`config.mk`:
```
export PLATFORM = sky130hd
export DESIGN_NAME = key_ctrl_led
export DESIGN_NICKNAME = d
export VERILOG_FILES = /design/src/rtl/key_ctrl_led.sv
export SDC_FILE = /design/constraint.sdc
export NUM_CORES = 1
export LEC_CHECK = 0
export CAP_MARGIN = 20
export CORE_MARGIN = 2
export CORE_UTILIZATION = 45
export DETAILED_ROUTE_END_ITERATION = 10
export PLACE_DENSITY = 0.62
export SLEW_MARGIN = 20
export SYNTH_ARGS = -nofsm -noshare
export SYNTH_HDL_FRONTEND = slang
export SYNTH_SLANG_ARGS = --single-unit
```
`constraint.sdc`:
```
create_clock -name m_clk -period 5.95 [get_ports m_clk]
set_input_delay 1.785 -clock m_clk [delete_from_list [all_inputs] [get_ports m_clk]]
set_output_delay 1.785 -clock m_clk [all_outputs]
set_load 0.005 [all_outputs]
```
`src/rtl/key_ctrl_led.sv`:
```
// Three-key LED controller: 2-FF sync, per-key debounce, press-edge extract, LED state register.
// Optional blink output on lit state when KEY_LED_BLINK_EN is defined.
module key_ctrl_led #(
    parameter int unsigned DEBOUNCE_CYCLES   = 1_000_000,
    parameter int unsigned BLINK_HALF_CYCLES = 12_500_000
) (
    input  logic m_clk,
    input  logic m_rst,
    input  logic m_key1,
    input  logic m_key2,
    input  logic m_key3,
    output logic m_led
);

    localparam int CW = $clog2(DEBOUNCE_CYCLES);
    localparam logic [CW-1:0] CNT_MAX = CW'(DEBOUNCE_CYCLES - 1);

    if (DEBOUNCE_CYCLES < 2 || BLINK_HALF_CYCLES < 1) begin : g_bad_param
        $error("key_ctrl_led: illegal parameter value");
    end

    logic [2:0] key_raw;
    logic [2:0] press;

    assign key_raw = {m_key3, m_key2, m_key1};

    for (genvar gi = 0; gi < 3; gi++) begin : g_key
        logic          sync1_q, sync1_d;
        logic          sync2_q, sync2_d;
        logic          deb_q, deb_d;
        logic          deb_dly_q, deb_dly_d;
        logic [CW-1:0] cnt_q, cnt_d;

        always_comb begin
            sync1_d   = key_raw[gi];
            sync2_d   = sync1_q;
            deb_dly_d = deb_q;
            deb_d     = deb_q;
            cnt_d     = '0;
            // Count only while the synced level disagrees; any agreement restarts the count.
            if (sync2_q != deb_q) begin
                if (cnt_q == CNT_MAX) begin
                    deb_d = sync2_q;
                end else begin
                    cnt_d = cnt_q + 1'b1;
                end
            end
        end

        always_ff @(posedge m_clk) begin
            if (m_rst) begin
                sync1_q   <= 1'b1;
                sync2_q   <= 1'b1;
                deb_q     <= 1'b1;
                deb_dly_q <= 1'b1;
                cnt_q     <= '0;
            end else begin
                sync1_q   <= sync1_d;
                sync2_q   <= sync2_d;
                deb_q     <= deb_d;
                deb_dly_q <= deb_dly_d;
                cnt_q     <= cnt_d;
            end
        end

        // Falling edge of the debounced level only; release is ignored.
        assign press[gi] = deb_dly_q & ~deb_q;
    end

    logic led_state_q, led_state_d;
    logic m_led_q, m_led_d;

    always_comb begin
        led_state_d = led_state_q;
        if (press[2]) begin
            led_state_d = 1'b0;
        end else if (press[1]) begin
            led_state_d = 1'b1;
        end else if (press[0]) begin
            led_state_d = ~led_state_q;
        end
    end

    always_ff @(posedge m_clk) begin
        if (m_rst) begin
            led_state_q <= 1'b0;
        end else begin
            led_state_q <= led_state_d;
        end
    end

`ifdef KEY_LED_BLINK_EN
    localparam int BW = (BLINK_HALF_CYCLES > 1) ? $clog2(BLINK_HALF_CYCLES) : 1;
    localparam logic [BW-1:0] BLINK_MAX = BW'(BLINK_HALF_CYCLES - 1);

    logic [BW-1:0] blink_cnt_q, blink_cnt_d;
    logic          phase_q, phase_d;

    always_comb begin
        blink_cnt_d = '0;
        phase_d     = 1'b0;
        if (led_state_q) begin
            if (blink_cnt_q == BLINK_MAX) begin
                phase_d = ~phase_q;
            end else begin
                blink_cnt_d = blink_cnt_q + 1'b1;
                phase_d     = phase_q;
            end
        end
        // Phase 0 is the lit half, so each lit period opens with the LED on.
        m_led_d = led_state_q & ~phase_q;
    end

    always_ff @(posedge m_clk) begin
        if (m_rst) begin
            blink_cnt_q <= '0;
            phase_q     <= 1'b0;
        end else begin
            blink_cnt_q <= blink_cnt_d;
            phase_q     <= phase_d;
        end
    end
`else
    always_comb begin
        m_led_d = led_state_q;
    end
`endif

    always_ff @(posedge m_clk) begin
        if (m_rst) begin
            m_led_q <= 1'b0;
        end else begin
            m_led_q <= m_led_d;
        end
    end

    assign m_led = m_led_q;

endmodule

```
==> flow_metrics.py <==
metrics = {
    "outcome": {
        "outcome": "finished clean",
    },
    "clock_network": {
        "cts_buffers": 9,
        "post_cts_hold_buffer_count": 0,
        "h-tree-depth": 3,
        "postCtsSetupRepairBufs": 0,
        "path_clk_slew_ps": 80,
        "cts_tree": "done",
        "cts_resized": 0,
        "cts-root-buf": "clkbuf_8",
        "cts_max_path_buffers": 2,
        "cts_sinks": 74,
        "insertion_delay_ps": 340,
    },
    "die": {
        "io_pins": 6,
        "die_w_um": 88.19,
        "coreArea_um2": 6832,
        "die_h_um": 88.19,
        "num_rows": 30,
        "die_area_um2": 7777,
        "start_util": 0.4668,
    },
    "yosys": {
        "ys_ff_latch": 74,
        "synth_cells": 355,
        "synth_edf_count": 0,
        "yosysMostFrequentCell": "dfxtp_1",
        "synth_area_um2": 3189,
        "avgSynthCellArea_um2": 8.984,
        "synthDominantCellAreaShare": 0.4645,
        "synthFlopType": "dfxtp_1",
        "synthArstFlopShare": 0,
        "synth_cell_types": 37,
        "yosys-top-cells-area": "dfxtp_1, xor2_1, nor2_1",
        "yosys-top-cells-count": "dfxtp_1, nor2_1, nand3_1",
        "syn_nets": 363,
        "synth_largest_area_cell": "dfxtp_1",
        "yosysWarnings": 0,
        "synth_seq_area_share": 0.4645,
    },
    "global_routing": {
        "grt_pass1_wl_um": 9929,
        "grt_overflow_total": 0,
        "gr-usage-all-layers": 0.1603,
        "grt_pass1_vias": 2207,
        "grt_max_degree": 21,
        "antenna_found_initial": 0,
    },
    "placed_design": {
        "portBuffers": 5,
        "dp_hpwl_um": 3878,
        "post_dp_cell_area_um2": 3318,
        "pre_cts_slack_ps": 2482,
        "gp_congestion": 0.7742,
    },
    "timing": {
        "post-route-min-period_ps": 3073,
        "post-route-period-util": 0.5164,
        "setup_ws_ps": 2877,
        "fmax_mhz": 325.4,
        "hold_viol_final": 0,
        "drv_slew": 0,
        "final-setup-viol-count": 0,
        "slew_headroom": 0.4517,
        "worstMarginPinSlew_ps": 820.1,
        "rsz0062_at_grt": "false",
        "finalSetupTns_ps": 0,
        "finClkSkew_ps": 7.407,
    },
    "layout": {
        "num_antenna_cells": 0,
        "stdcell_area_um2": 3570,
        "drive_above_1_share": 0.08992,
        "synthToLayoutAreaGrowth_pct": 11.93,
        "fin_util": 0.5225,
        "seqCellArea_um2": 1481,
        "fill_cells": 638,
        "multiInputGateArea_um2": 1618,
        "nNetsFinal": 370,
    },
    "job": {
        "cap_violations": 0,
    },
    "pwr": {
        "p_per_area_nw_per_um2": 278.0,
        "finalPower_mw": 0.9924,
        "p_leak_nw": 1.102,
        "ir_drop_mv": 0.1251,
    },
    "routing": {
        "drt_iter0_markers": 76,
        "drc": 0,
        "num_vias": 2433,
        "viasPerCell": 5.255,
        "drt-pass1-iter-count": 4,
        "wl_per_cell_um": 12.18,
        "postRouteAntennaNets": 0,
        "drt_wl_total_um": 5641,
    },
    "critical_path": {
        "rrSetupSlack_ps": 3530,
        "r2r_start": "g_key[2].cnt_q[6]",
        "crit_arrival_ps": 3360,
        "crit_path_end_kind": "register",
        "r2r_end": "g_key[2].cnt_q[17]",
        "critPathLaunchType": "input pin",
        "path_max_fanout": 20,
        "crit_required_ps": 6240,
        "worstSetupPathType": "input pin to register",
        "reg2reg_depth": 4,
    },
    "min_path": {
        "hold_path_class": "register to register",
        "worstHoldStart": "g_key[0].sync1_q",
        "worstHoldPathCells": 1,
        "min_to": "g_key[0].sync2_q",
    },
}
-- cell type report --
cell class / instances / area share
multi-input cells: 260 / 0.4532
clock buffers: 11 / 0.04241
inverters: 11 / 0.01157
flip-flops and latches: 74 / 0.4150
repair buffers: 6 / 0.01612
clock inverters: 5 / 0.02804
well taps: 96 / 0.03365
-- sequential cells by signal, summed over array words and instances, names as in the netlist --
| name | count |
|---|---|
| g_key.cnt_q | 60 |
| g_key.deb_dly_d | 3 |
| g_key.deb_dly_q | 3 |
| g_key.sync1_q | 3 |
| g_key.sync2_q | 3 |
| led_state_q | 1 |
| m_led | 1 |
-- worst max-delay path by stage --
stage,startpoint,end,slack (ps),cells past startpoint
finish,m_rst,g_key[2].cnt_q[17],2880,4
global route,m_rst,g_key[2].cnt_q[17],2730,4
CTS,m_rst,g_key[2].cnt_q[17],2850,4
detailed placement,m_rst,g_key[2].cnt_q[17],2480,4
global placement,m_rst,g_key[2].cnt_q[17],2550,4
floorplan,m_rst,g_key[1].cnt_q[8],3470,5
-- where the power goes --
part           switching [mW]  total, mW  leakage (nW)  internal, mW
Sequential            0.00122      0.499         0.598         0.497
Clock                   0.182      0.483         0.129         0.300
Combinational         0.00607     0.0113         0.375       0.00519
Total                   0.190      0.992          1.10         0.803
-- worst max-delay path: stages --
cell and delay (ps):
clkdlybuf4s50_1 590, inv_1 260, o211ai_2 380, o21ba_1 350
-- cells in the final DEF (no fill, tap or decap) --
cell              n
inv_1            11
or2_2            11
o21ai_0           9
o311ai_2          1
a221oi_1          1
nand4_1          12
clkbuf_8         11
o31ai_1           9
xor2_1           21
o21bai_4          1
and4_1            5
bufinv_16         3
or4b_1            2
o211ai_1          1
nor3_1            6
nor2_1           48
clkinv_2          2
buf_4             1
o311ai_0          1
ha_1              3
xnor2_1          20
nand2_1          19
nor4b_1           2
nor2b_1           2
clkdlybuf4s50_1   5
or4_1            11
a21oi_1          16
o211ai_2          1
or4bb_1           1
o21ba_1           1
o21a_1            1
nor4_1            6
nand2b_1          1
dfxtp_1          74
a211o_1           1
nand3_1          27
o31a_1            1
and3_1            8
or3_1             9
or4_4             2
-- metrics by stage --
stage,hold WS (ps),instances
detailed placement,395.2,447
global route,424.3,463
CTS,409.5,463
finish,406.7,463
global placement,392.4,447
floorplan,389.5,355
-- per-layer routing --
| metal | up-vias | share of wire | global-route usage | wire length, um |
|---|---|---|---|---|
| met5 | - | 0 | 0 | 0 |
| li1 | 1272 | - | - | - |
| met3 | 11 | 0.022 | 0.02828 | 125 |
| met2 | 20 | 0.45 | 0.2481 | 2521 |
| met1 | 1130 | 0.51 | 0.2159 | 2880 |
| met4 | 0 | 0.020 | 0.07851 | 114 |
-- cells by family (layout without fill, tap and decap cells) --
logic type                 count (synthesis)  in the layout  synth area share
adders and majority gates                  3              3           0.01177
and+or+nand+nor                          172            172            0.2887
xor gates and xnor gates                  41             41            0.1126
buffers and inverters                     21             33           0.03060
DFF                                       74             74            0.4645
AOI/OAI and AO/OA                         44             44           0.09180
(Power assumes the default switching activity.)
